<file path="config.mk">
export PLATFORM = sky130hd
export DESIGN_NAME = arm_fetch_unit_flat
export DESIGN_NICKNAME = d
export VERILOG_FILES = /design/src/rtl/arm_fetch_if.sv /design/src/rtl/arm_fetch_unit.sv /design/src/flat_wrapper.sv
export SDC_FILE = /design/constraint.sdc
export NUM_CORES = 1
export LEC_CHECK = 0
export ABC_AREA = 1
export CORE_MARGIN = 8
export CORE_UTILIZATION = 55
export DETAILED_ROUTE_END_ITERATION = 16
export PLACE_DENSITY_LB_ADDON = 0.12
export SKIP_CTS_REPAIR_TIMING = 1
export SLEW_MARGIN = 30
export SYNTH_ARGS = -nofsm -noshare
export SYNTH_HDL_FRONTEND = slang
export SYNTH_SLANG_ARGS = --single-unit
</file>
<file path="constraint.sdc">
create_clock -name clk -period 13.4 [get_ports clk]
set_clock_uncertainty 0.05 [all_clocks]
set_input_delay 2.01 -clock clk [delete_from_list [all_inputs] [get_ports clk]]
set_output_delay 2.01 -clock clk [all_outputs]
set_load 0.02 [all_outputs]
</file>
<file path="src/rtl/arm_fetch_if.sv">
// arm_fetch_if: fetch-unit bus bundle; master = fetch unit, slave = memory/core side
interface arm_fetch_if;
  logic        imem_req;
  logic [31:0] imem_addr;
  logic        imem_ack;
  logic [31:0] imem_rdata;
  logic        inst_valid;
  logic [31:0] inst;
  logic [31:0] inst_pc;
  logic        inst_ready;
  logic        redirect_valid;
  logic [31:0] redirect_pc;
  logic        fetch_halted;
  modport master (
    output imem_req, imem_addr, inst_valid, inst, inst_pc, fetch_halted,
    input  imem_ack, imem_rdata, inst_ready, redirect_valid, redirect_pc
  );
  modport slave (
    input  imem_req, imem_addr, inst_valid, inst, inst_pc, fetch_halted,
    output imem_ack, imem_rdata, inst_ready, redirect_valid, redirect_pc
  );
endinterface

</file>
<file path="src/rtl/arm_fetch_unit.sv">
// arm_fetch_unit: one-outstanding imem fetch into a prefetch FIFO, drained by the core, flushed on redirect
// Ports: clk; rst (synchronous, active-low); io_bus (arm_fetch_if.master): imem req/addr/ack/rdata,
//   inst valid/ready/inst/inst_pc, redirect valid/pc, fetch_halted.
// Build option: FETCH_HALT_EN stops issuing requests once the halt word 32'he3a000bb is buffered.
module arm_fetch_unit #(
  parameter int          DEPTH    = 4,
  parameter logic [31:0] RESET_PC = 32'h0000_0000
) (
  input  logic        clk,
  input  logic        rst,
  arm_fetch_if.master io_bus
);
  localparam int AW = $clog2(DEPTH);
  logic [31:0] r_pc, r_addr;
  logic [31:0] r_mem_pc [DEPTH];
  logic [31:0] r_mem_w [DEPTH];
  logic [AW-1:0] r_wr, r_rd;
  logic [AW:0] r_count;
  logic r_out, r_discard;
  logic w_halt, w_req, w_ack, w_push, w_pop, w_valid, w_unused;
  logic [AW+1:0] w_used;
  // credits: buffered entries plus the in-flight word must fit the FIFO
  assign w_used = {1'b0, r_count} + (AW+2)'(r_out);
  assign w_req = rst && (r_out || (w_used < (AW+2)'(DEPTH) && !w_halt));
  assign w_ack = w_req && io_bus.imem_ack;
  assign w_push = w_ack && !r_discard && !io_bus.redirect_valid;
  assign w_valid = r_count != '0;
  assign w_pop = w_valid && io_bus.inst_ready && !io_bus.redirect_valid;
  assign w_unused = ^io_bus.redirect_pc[1:0];
  assign io_bus.imem_req = w_req;
  // an in-flight request keeps its original address even after a redirect moved r_pc
  assign io_bus.imem_addr = r_out ? r_addr : r_pc;
  assign io_bus.inst_valid = w_valid;
  assign io_bus.inst = w_valid ? r_mem_w[r_rd] : '0;
  assign io_bus.inst_pc = w_valid ? r_mem_pc[r_rd] : '0;
  always_ff @(posedge clk) begin
    if (!rst) begin
      r_pc <= {RESET_PC[31:2], 2'b00};
      r_addr <= {RESET_PC[31:2], 2'b00};
      r_wr <= '0;
      r_rd <= '0;
      r_count <= '0;
      r_out <= 1'b0;
      r_discard <= 1'b0;
    end else begin
      r_addr <= io_bus.imem_addr;
      r_out <= w_req && !io_bus.imem_ack;
      if (io_bus.redirect_valid) begin
        r_pc <= {io_bus.redirect_pc[31:2], 2'b00};
        r_wr <= '0;
        r_rd <= '0;
        r_count <= '0;
        r_discard <= w_req && !io_bus.imem_ack;
      end else begin
        if (w_ack) r_discard <= 1'b0;
        if (w_push) r_pc <= r_pc + 32'd4;
        if (w_push) r_wr <= r_wr + AW'(1);
        if (w_pop) r_rd <= r_rd + AW'(1);
        r_count <= r_count + (AW+1)'(w_push) - (AW+1)'(w_pop);
      end
    end
  end
  always_ff @(posedge clk) begin
    if (w_push) begin
      r_mem_pc[r_wr] <= r_pc;
      r_mem_w[r_wr] <= io_bus.imem_rdata;
    end
  end
`ifdef FETCH_HALT_EN
  logic r_halt;
  always_ff @(posedge clk) begin
    if (!rst) r_halt <= 1'b0;
    else if (io_bus.redirect_valid) r_halt <= 1'b0;
    else if (w_push && io_bus.imem_rdata == 32'he3a000bb) r_halt <= 1'b1;
  end
  assign w_halt = r_halt;
`else
  assign w_halt = 1'b0;
`endif
  assign io_bus.fetch_halted = w_halt;
endmodule

</file>
<file path="src/flat_wrapper.sv">
// flat-port wrapper written by rule: the top's interface ports become plain ports
module arm_fetch_unit_flat 
#(
  parameter int          DEPTH    = 4,
  parameter logic [31:0] RESET_PC = 32'h0000_0000
)
  (clk, rst, io_bus_imem_req, io_bus_imem_addr, io_bus_inst_valid, io_bus_inst, io_bus_inst_pc, io_bus_fetch_halted, io_bus_imem_ack, io_bus_imem_rdata, io_bus_inst_ready, io_bus_redirect_valid, io_bus_redirect_pc);
  arm_fetch_if io_bus_i ();
  input  logic clk;
  input  logic rst;
  output wire logic [$bits(io_bus_i.imem_req)-1:0] io_bus_imem_req;
  output wire logic [$bits(io_bus_i.imem_addr)-1:0] io_bus_imem_addr;
  output wire logic [$bits(io_bus_i.inst_valid)-1:0] io_bus_inst_valid;
  output wire logic [$bits(io_bus_i.inst)-1:0] io_bus_inst;
  output wire logic [$bits(io_bus_i.inst_pc)-1:0] io_bus_inst_pc;
  output wire logic [$bits(io_bus_i.fetch_halted)-1:0] io_bus_fetch_halted;
  input wire logic [$bits(io_bus_i.imem_ack)-1:0] io_bus_imem_ack;
  input wire logic [$bits(io_bus_i.imem_rdata)-1:0] io_bus_imem_rdata;
  input wire logic [$bits(io_bus_i.inst_ready)-1:0] io_bus_inst_ready;
  input wire logic [$bits(io_bus_i.redirect_valid)-1:0] io_bus_redirect_valid;
  input wire logic [$bits(io_bus_i.redirect_pc)-1:0] io_bus_redirect_pc;
  assign io_bus_imem_req = io_bus_i.imem_req;
  assign io_bus_imem_addr = io_bus_i.imem_addr;
  assign io_bus_inst_valid = io_bus_i.inst_valid;
  assign io_bus_inst = io_bus_i.inst;
  assign io_bus_inst_pc = io_bus_i.inst_pc;
  assign io_bus_fetch_halted = io_bus_i.fetch_halted;
  assign io_bus_i.imem_ack = io_bus_imem_ack;
  assign io_bus_i.imem_rdata = io_bus_imem_rdata;
  assign io_bus_i.inst_ready = io_bus_inst_ready;
  assign io_bus_i.redirect_valid = io_bus_redirect_valid;
  assign io_bus_i.redirect_pc = io_bus_redirect_pc;
  arm_fetch_unit #(.DEPTH(DEPTH), .RESET_PC(RESET_PC)) u_core (.clk(clk), .rst(rst), .io_bus(io_bus_i));
endmodule
</file>
==> reports/qor.yml <==
cells_and_area:
  drive_above_1_share: 0.0586
  fillers: 1878
  multi_input_area_sq_um: 3990
  num_antenna_cells: 0
  area_growth_pct: 22.0
  seqCellArea_sq_um: 8910
  nNetsFinal: 1554
clock_network:
  clock_latency_ns: 0.50
  cts_max_path_buffers: 3
  cts_root_buf: "clkbuf_16"
  htree_levels: 2
  clock-sinks: 321
  clkTransAtPathRegs_ns: 0.06
  cts_buffers: 35
  cts_tree: "done"
critical_path:
  cp.arrival_ns: 3.57
  slowest_stage: "buf_4"
  cp_max_fo: 76
  crit_type: "register to output port"
  required_ns: 11.34
  slowest_delay_ns: 0.68
  start_kind: "register"
  path_cells: "inv_2 > buf_4 > o21ai_0 > a21oi_1 > clkdlybuf4s50_1"
  crit_path_end_kind: "output port"
synth:
  synth_seq_cells: 321
  synth_compound_area_frac: 0.104
  synth_area_leader_cell: "edfxtp_1"
  yosysUniqueCellTypes: 32
  synthXorXnorAreaFrac: 0.00917
  synth_top_family_by_area: "simple AND/OR/NAND/NOR gates"
  muxShareOfSynthArea: 0
  ys.flop_type: "edfxtp_1"
  syn_inst: 1333
  yosys.area_share.simple: 0.172
  syn-cell-area_sq_um: 13400
  postSynthAreaPerCell_sq_um: 10.0
  ys_top_cells_by_area: "edfxtp_1, dfxtp_1, nor2_1"
  synthAdderAreaFrac: 0.00898
  synth-async-reset-ratio: 0
  netlist.area_leader.share: 0.557
  seq_area_frac_synth: 0.666
  synth_edf_count: 248
  yosysWarnings: 0
outcome:
  outcome: "finished, final reports clean"
sta:
  rsz0062_at_grt: "false"
  slew_headroom: 0.372
  setup_violations: 0
  fmax_mhz: 178
  hold_viol: 0
  min_period_ns: 5.63
  worst_slew_pin_slew_ns: 0.936
  fin_crit_sh: 0.420
  worst_hold_slack_ns: 0.401
  finalMaxSlewViolations: 0
  tns_ns: 0
  setup_slack_ns: 7.77
place:
  io_buffers: 162
  place_ws_ns: 7.92
  routabilityCongestion: 0.892
  hpwl_mm: 18.7
detailed_routing:
  drc: 0
  wire_per_inst_um: 17.3
  vias: 9710
  drtIter0Drc: 759
  drt_pass1_iterations: 6
  avgViaCountPerCell: 5.32
  ant_nets: 0
  wirelength_mm: 31.6
run:
  max-cap-violations: 0
die:
  dieArea_sq_um: 29600
  pin_count: 168
  start_util: 0.555
  fp.dieH_um: 172
  rows: 57
  core_area_sq_um: 24100
  die_w_um: 172
global_routing:
  grt_max_degree: 77
  grt_pass1_wl_mm: 49.1
  grt_usage: 0.212
  gr-total-overflow: 0
  antenna_found_initial: 0
  grt_pass1_vias: 9434
power_and_ir_drop:
  p_leak_nw: 5.83
  power_w: 0.00214
  ir_worst_vdd_mv: 0.103
  power.density_nw_per_um2: 131
hold_path:
  hold_path_class: "register to register"
kinds of logic after synthesis:
group,Yosys count
fa+ha+maj,9
buf+inv,127
flops,321
xor+xnor,14
simple gates,585
compound gates,276
other cells,1
final cells by class:
| cell class | instances | area share |
|---|---|---|
| Multi-Input combinational cell | 887 | 0.244 |
| Tap cell | 324 | 0.0248 |
| Sequential cell | 321 | 0.546 |
| Clock inverter | 11 | 0.00445 |
| Inverter | 56 | 0.0130 |
| Timing Repair Buffer | 175 | 0.105 |
| Clock buffer | 52 | 0.0620 |
synth_stat cells (2+ instances only):
cell type,number
nor2_2,8
buf_1,6
a21oi_1,123
nand2_1,224
nand3_1,16
buf_2,13
nand2_2,2
nor2_4,2
nand2_4,3
ha_1,8
nor3_1,2
xor2_1,13
o21ai_0,146
nand4_1,2
clkbuf_1,45
dfxtp_1,73
buf_4,6
a31oi_1,5
edfxtp_1,248
inv_2,4
nor2_1,323
inv_1,51
registers in the layout (all words and copies together) (netlist names), named ones only:
register / cells
u_core.r_discard: 1
u_core.r_mem_w: 128
u_core.r_pc: 30
u_core.r_out: 1
u_core.r_wr: 2
u_core.r_addr: 32
u_core.r_rd: 2
u_core.r_mem_pc: 120
u_core.r_count: 3
placed cells by master (no fill, tap or decap), drive strengths merged, types with 2 or more instances in the layout:
master and n:
nor2 333, edfxtp 248, nand2 229, clkdlybuf4s50 162
o21ai 147, a21oi 123, dfxtp 73, inv 55
clkbuf 52, nand3 17, xor2 13, buf 13
clkinv 11, ha 8, a31oi 5, conb 3
nor3 3, nand4 2
power by group:
part | switching [W] | total [W] | internal (W)
clock network | 0.000357 | 0.000897 | 0.000541
logic | 0.0000763 | 0.000132 | 0.0000554
registers | 0.0000203 | 0.00111 | 0.00109
total | 0.000453 | 0.00214 | 0.00169
metal layers:
metal / up-vias / part of all wire / routed length, um / global-route usage
met3: 59 / 0.073 / 2310 / 0.0400
li1: 4773 / - / - / -
met1: 4503 / 0.42 / 13200 / 0.271
met2: 375 / 0.49 / 15400 / 0.362
met4: 0 / 0.024 / 749 / 0.0693
met5: - / 0 / 0 / 0
path summary, 6_finish.rpt:
| check | startpoint | to | slack (ns) | depth (start not counted) |
|---|---|---|---|---|
| setup / recovery | register | io_bus_inst_pc[14] | 7.77 | 5 |
| hold / removal | u_core.r_addr[0] | u_core.r_addr[0] | 0.40 | 2 |
| setup reg to reg | u_core.r_out | u_core.r_mem_w[1][11] | 10.33 | 7 |
| hold reg to reg | u_core.r_addr[0] | u_core.r_addr[0] | 0.40 | 2 |
metrics by stage:
stage	instance area, sq um	utilization	cells
after floorplan	13400	-	1335
after global placement	15200	0.632	1763
after detailed placement	15200	0.632	1763
after CTS	16300	0.677	1826
after global routing	16300	0.677	1826
final	16300	0.677	1826
critical path: cells and delay by family (launching register included):
kind,cells,cell delay [ns]
flip-flops,1,0.55
buffers and inverters,3,1.99
AO/OA/AOI/OAI,2,0.50
No activity file was read; power rests on OpenSTA's default activity.
==> edit 1, RTL diff (same flow settings) <==
Build with the macro `FETCH_HALT_EN` defined.
--- a/src/rtl/arm_fetch_unit.sv
+++ b/src/rtl/arm_fetch_unit.sv
@@ -4,2 +4,4 @@
 // Build option: FETCH_HALT_EN stops issuing requests once the halt word 32'he3a000bb is buffered.
+`define FETCH_HALT_EN
+
 module arm_fetch_unit #(
Function: changed (a bounded check fails within 4 cycles, from zero or initial values and one cycle with rst low).
==> edit 1 against the original RTL <==
Setup slack improved by 0.059 ns. Power increased by 0.56%. Area after synthesis up 2.0%. Sequential cell count rose by 1. Non-clock buffer count grew 1. Cell area rose by 1.6%. Utilization grew 0.51 points. Routed wire length increased by 1.9%. Critical path type is now input pin to output port. Largest power group unchanged. Highest routed layer unchanged.
==> edit 1: results (changes against the original RTL) <==
DRT iter0 DRCs = 729 (-4.0%)
DRT met1 WL = 13,800 um (+4.3%)
Final nets = 1,596 (+2.7%)
Synth cell types = 37 (+16%)
FF/Latch Area = 8930 sq um (+0.22%)
hpwl dp = 19,200 um (+2.5%)
Psw = 455 uW (+0.38%)
Layout fillers = 1,826 (-2.8%)
share of cell area taken by multi-input logic gates = 0.256 (+0.0122)
Hold Path Cell Cnt = 2 (unchanged)
CP max FO = 10 (-87%)
routability cong. = 0.889 (-0.38%)
met2 WL post-DR = 15,500 um (+0.47%)
placed inst area = 15,500 sq um (+1.7%)
clk sinks = 322 (+0.31%)
Signal inverters = 48 (-14%)
register area share after synthesis = 0.654 (-0.0119)
number of CTS-inserted buffers = 34 (-2.9%)
via count of the routed design = 10,061 (+3.6%)
met3 wire length = 2440 um (+5.7%)
reg2reg path depth = 7 (unchanged)
clock buffers = 47 (-9.6%)
vias in the first global route = 9,617 (+1.9%)
Leakage = 0.00588 uW (+1.0%)
commonest cells in the netlist = 340 x nor2_1, 248 x edfxtp_1, 230 x nand2_1, 142 x o21ai_0, 125 x a21oi_1
first-pass GRT wire length = 50,900 um (+3.7%)
top cells by area, synth = edfxtp_1 55%, dfxtp_1 11%, nor2_1 9.3%
I/O Buffers = 163 (+0.62%)
Multi-Input Combinational = 936 (+5.5%)
share of cells above drive strength 1 = 0.0591 (+0.000464)
status = finished, final reports clean
largest net degree at the start of global routing = 93 (+21%)
syn avg cell area = 9.90 sq um (-1.4%)
WL/cell = 17.3 um (-0.18%)
Final Cycle Share = 0.416 (-0.00444)
Reg-to-Reg End = u_core.r_mem_w[1][28]$_DFFE_PP_
Layout Cell Area excl Fill = 16,600 sq um (+1.6%)
Cells after DPL = 1,806 (+2.4%)
Post-Layout Cell Count = 1,865 (+2.1%)
NonClk Buf Share = 0.104 (-0.000871)
Worst Tran Pin Value = 0.934 ns (-0.00225 ns)
Peak VDD IR = 0.0862 mV (-16%)
Worst Hold Path EP = u_core.r_addr[1]$_SDFF_PN0_
HP Start = u_core.r_addr[1]$_SDFF_PN0_
pre-CTS setup slack = 7.84 ns (-0.0802 ns)
Worst path slowest cell = clkdlybuf4s50_1
clk tree area frac = 0.0653 (-0.00115)
r2r setup slk = 10.15 ns (-0.18 ns)
Non-Clock Buffer Count = 176 (+0.57%)
drt first pass iters = 5 (-1)
hold_ws = 0.403 ns (+0.00224 ns)
gr usage total = 0.208 (-0.00392)
edit 1: changes by cell type after synthesis, sizes merged, moves of 5 or more:
cell	delta
nand3	+14
nor2	+14
inv	-9
nand2	+8
nand3b	+7
a21oi	+5
a31oi	-5
edit 1: layer usage:
layer  vias to the layer above  GRT usage
met1                      4703      0.269
met4                         0     0.0561
met2                       365      0.351
li1                       4943          -
met5                         -          0
met3                        50     0.0449
edit 1: power groups by stage:
stage                     registers [uW]  logic, uW  clock network (uW)
after floorplan                     1130       74.8                   0
after global placement              1140        134                   0
after detailed placement            1140        136                   0
after CTS                           1120        137                 912
after global routing                1120        149                 949
final                               1120        137                 899
edit 1: logic make-up (layout without fill, tap and decap cells):
logic type	count (synthesis)	count (layout)	share of synthesized area
other	1	2	0.000275
AND/OR/NAND/NOR	635	635	0.188
adder cells (fa/ha/maj)	9	9	0.00880
AO/OA/AOI/OAI	279	279	0.105
XOR/XNOR	11	11	0.00706
flip-flops	322	322	0.654
buffers and inverters	122	283	0.0372
==> edit 2, RTL diff (same flow settings) <==
Without the edit above. `DEPTH` is set to 4 in 2 places; all go to 8.
--- a/src/rtl/arm_fetch_unit.sv
+++ b/src/rtl/arm_fetch_unit.sv
@@ -5,3 +5,3 @@
 module arm_fetch_unit #(
-  parameter int          DEPTH    = 4,
+  parameter int          DEPTH    = 8,
   parameter logic [31:0] RESET_PC = 32'h0000_0000
--- a/src/flat_wrapper.sv
+++ b/src/flat_wrapper.sv
@@ -3,3 +3,3 @@
 #(
-  parameter int          DEPTH    = 4,
+  parameter int          DEPTH    = 8,
   parameter logic [31:0] RESET_PC = 32'h0000_0000
Formal check against the unedited RTL: not equivalent (Yosys sat finds a counterexample within 10 cycles, from zero or initial values and one cycle with rst low).
==> edit 2 against the original RTL <==
Utilization is 3.2 points lower. Power is 73% higher. Routed wire length is 77% higher. Cell area is 66% higher. Via count is 64% higher. Sequential cell count is 252 higher. Setup slack worse by 1.1 ns. Register-to-register slack worse by 1.1 ns. Worst hold slack hardly changed. Synthesized cell count is 53% higher. Final cell count is 50% higher. Area after synthesis is 75% higher. Global-route usage is 0.96 points higher. Critical path type unchanged. Largest power group unchanged. Highest routed layer unchanged.
==> edit 2: results (changes against the original RTL) <==
Fmax = 149 MHz (-16%)
Vias/cell = 5.79 (+9.0%)
hpwl dp = 29,200 um (+56%)
DRT met1 WL = 24,200 um (+83%)
commonest cells in the netlist = 580 x nor2_1, 496 x edfxtp_1, 225 x nand2_1, 175 x o21ai_0, 124 x o32ai_1
share of cells above drive strength 1 = 0.0559 (-0.00270)
Largest regs = u_core.r_mem_w x256, u_core.r_mem_pc x240, u_core.r_addr x32
drt first pass iters = 5 (-1)
P_seq = 1990 uW (+79%)
vias in the first global route = 15,852 (+68%)
grt met1 use = 0.292 (+0.0214)
first-pass GRT wire length = 86,900 um (+77%)
CP max FO = 96 (+26%)
Synth cell types = 39 (+22%)
met2 WL post-DR = 26,500 um (+72%)
Peak VDD IR = 0.101 mV (-1.9%)
routability cong. = 0.926 (+3.8%)
pre-CTS setup slack = 6.80 ns (-1.12 ns)
hold_ws = 0.401 ns (+0.000107 ns)
reg2reg path depth = 8 (+1)
Cells after DPL = 2,633 (+49%)
number of CTS-inserted buffers = 57 (+63%)
Layout fillers = 3,248 (+73%)
gr usage total = 0.222 (+0.00956)
crit path to = io_bus_inst_pc[29]
HP Start = u_core.r_addr[0]$_SDFF_PN0_
top cells by area, synth = edfxtp_1 64%, nor2_1 9.3%, dfxtp_1 6.6%
Final nets = 2,231 (+44%)
Leakage = 0.00910 uW (+56%)
EDFF count, synth = 496 (+100%)
r2r setup slk = 9.19 ns (-1.14 ns)
Worst path top cell family by delay = buffers and inverters
Clk power = 1500 uW (+67%)
Worst-Skew Late Latency = 0.61 ns (+0.11 ns)
DRT iter0 DRCs = 1,606 (+110%)
crit-path max cell delay = 0.79 ns (+0.11 ns)
Max-slew headroom = 0.334 (-0.0381)
placed inst area = 25,300 sq um (+66%)
met3 wire length = 3970 um (+72%)
initial antenna violation count = 1 (+1)
register area share after synthesis = 0.704 (+0.0376)
status = finished, final reports clean
CP arrival = 4.65 ns (+1.08 ns)
largest net degree at the start of global routing = 100 (+30%)
number of synthesized register bits = 573 (+79%)
power in combinational cells = 209 uW (+58%)
syn avg cell area = 11.5 sq um (+14%)
Worst Hold Path EP = u_core.r_addr[0]$_SDFF_PN0_
met2 GRT Util = 0.369 (+0.00741)
WL/cell = 20.4 um (+18%)
GR Util met3 = 0.0434 (+0.00343)
internal power = 2900 uW (+72%)
final wirelength = 56,000 um (+77%)
Reg-to-Reg End = u_core.r_mem_pc[2][19]$_DFFE_PP_
[edit 2: cell types whose count changed in the layout (fill, tap and decap cells not counted), sizes merged, moves of 2 or more]
cell	delta
nor3	+5
edfxtp	+248
clkinv	+16
inv	+3
nor2	+249
o21ai	+63
o32ai	+124
buf	+6
o211ai	+2
xor2	-3
clkbuf	+27
nand3	+10
dfxtp	+4
a21oi	-63
[edit 2: kinds of logic after synthesis]
group                      count (synthesis)  synth area share
buffers and inverters                    186            0.0369
and+or+nand+nor                          851             0.141
DFF                                      573             0.704
AOI/OAI and AO/OA                        406             0.108
other                                      1          0.000161
xor gates and xnor gates                  12           0.00450
adders and majority gates                  9           0.00514
[edit 2: layout make-up]
class | count | area, sq um | area share
sequential | 573 | 16400 | 0.608
multi-input combinational | 1281 | 6130 | 0.227
timing repair buffer | 181 | 1790 | 0.0662
clock buffer | 79 | 1580 | 0.0585
tap | 539 | 674 | 0.0249
inverter | 59 | 231 | 0.00856
clock inverter | 28 | 180 | 0.00666
antenna | 1 | 2.50 | 0.0000925
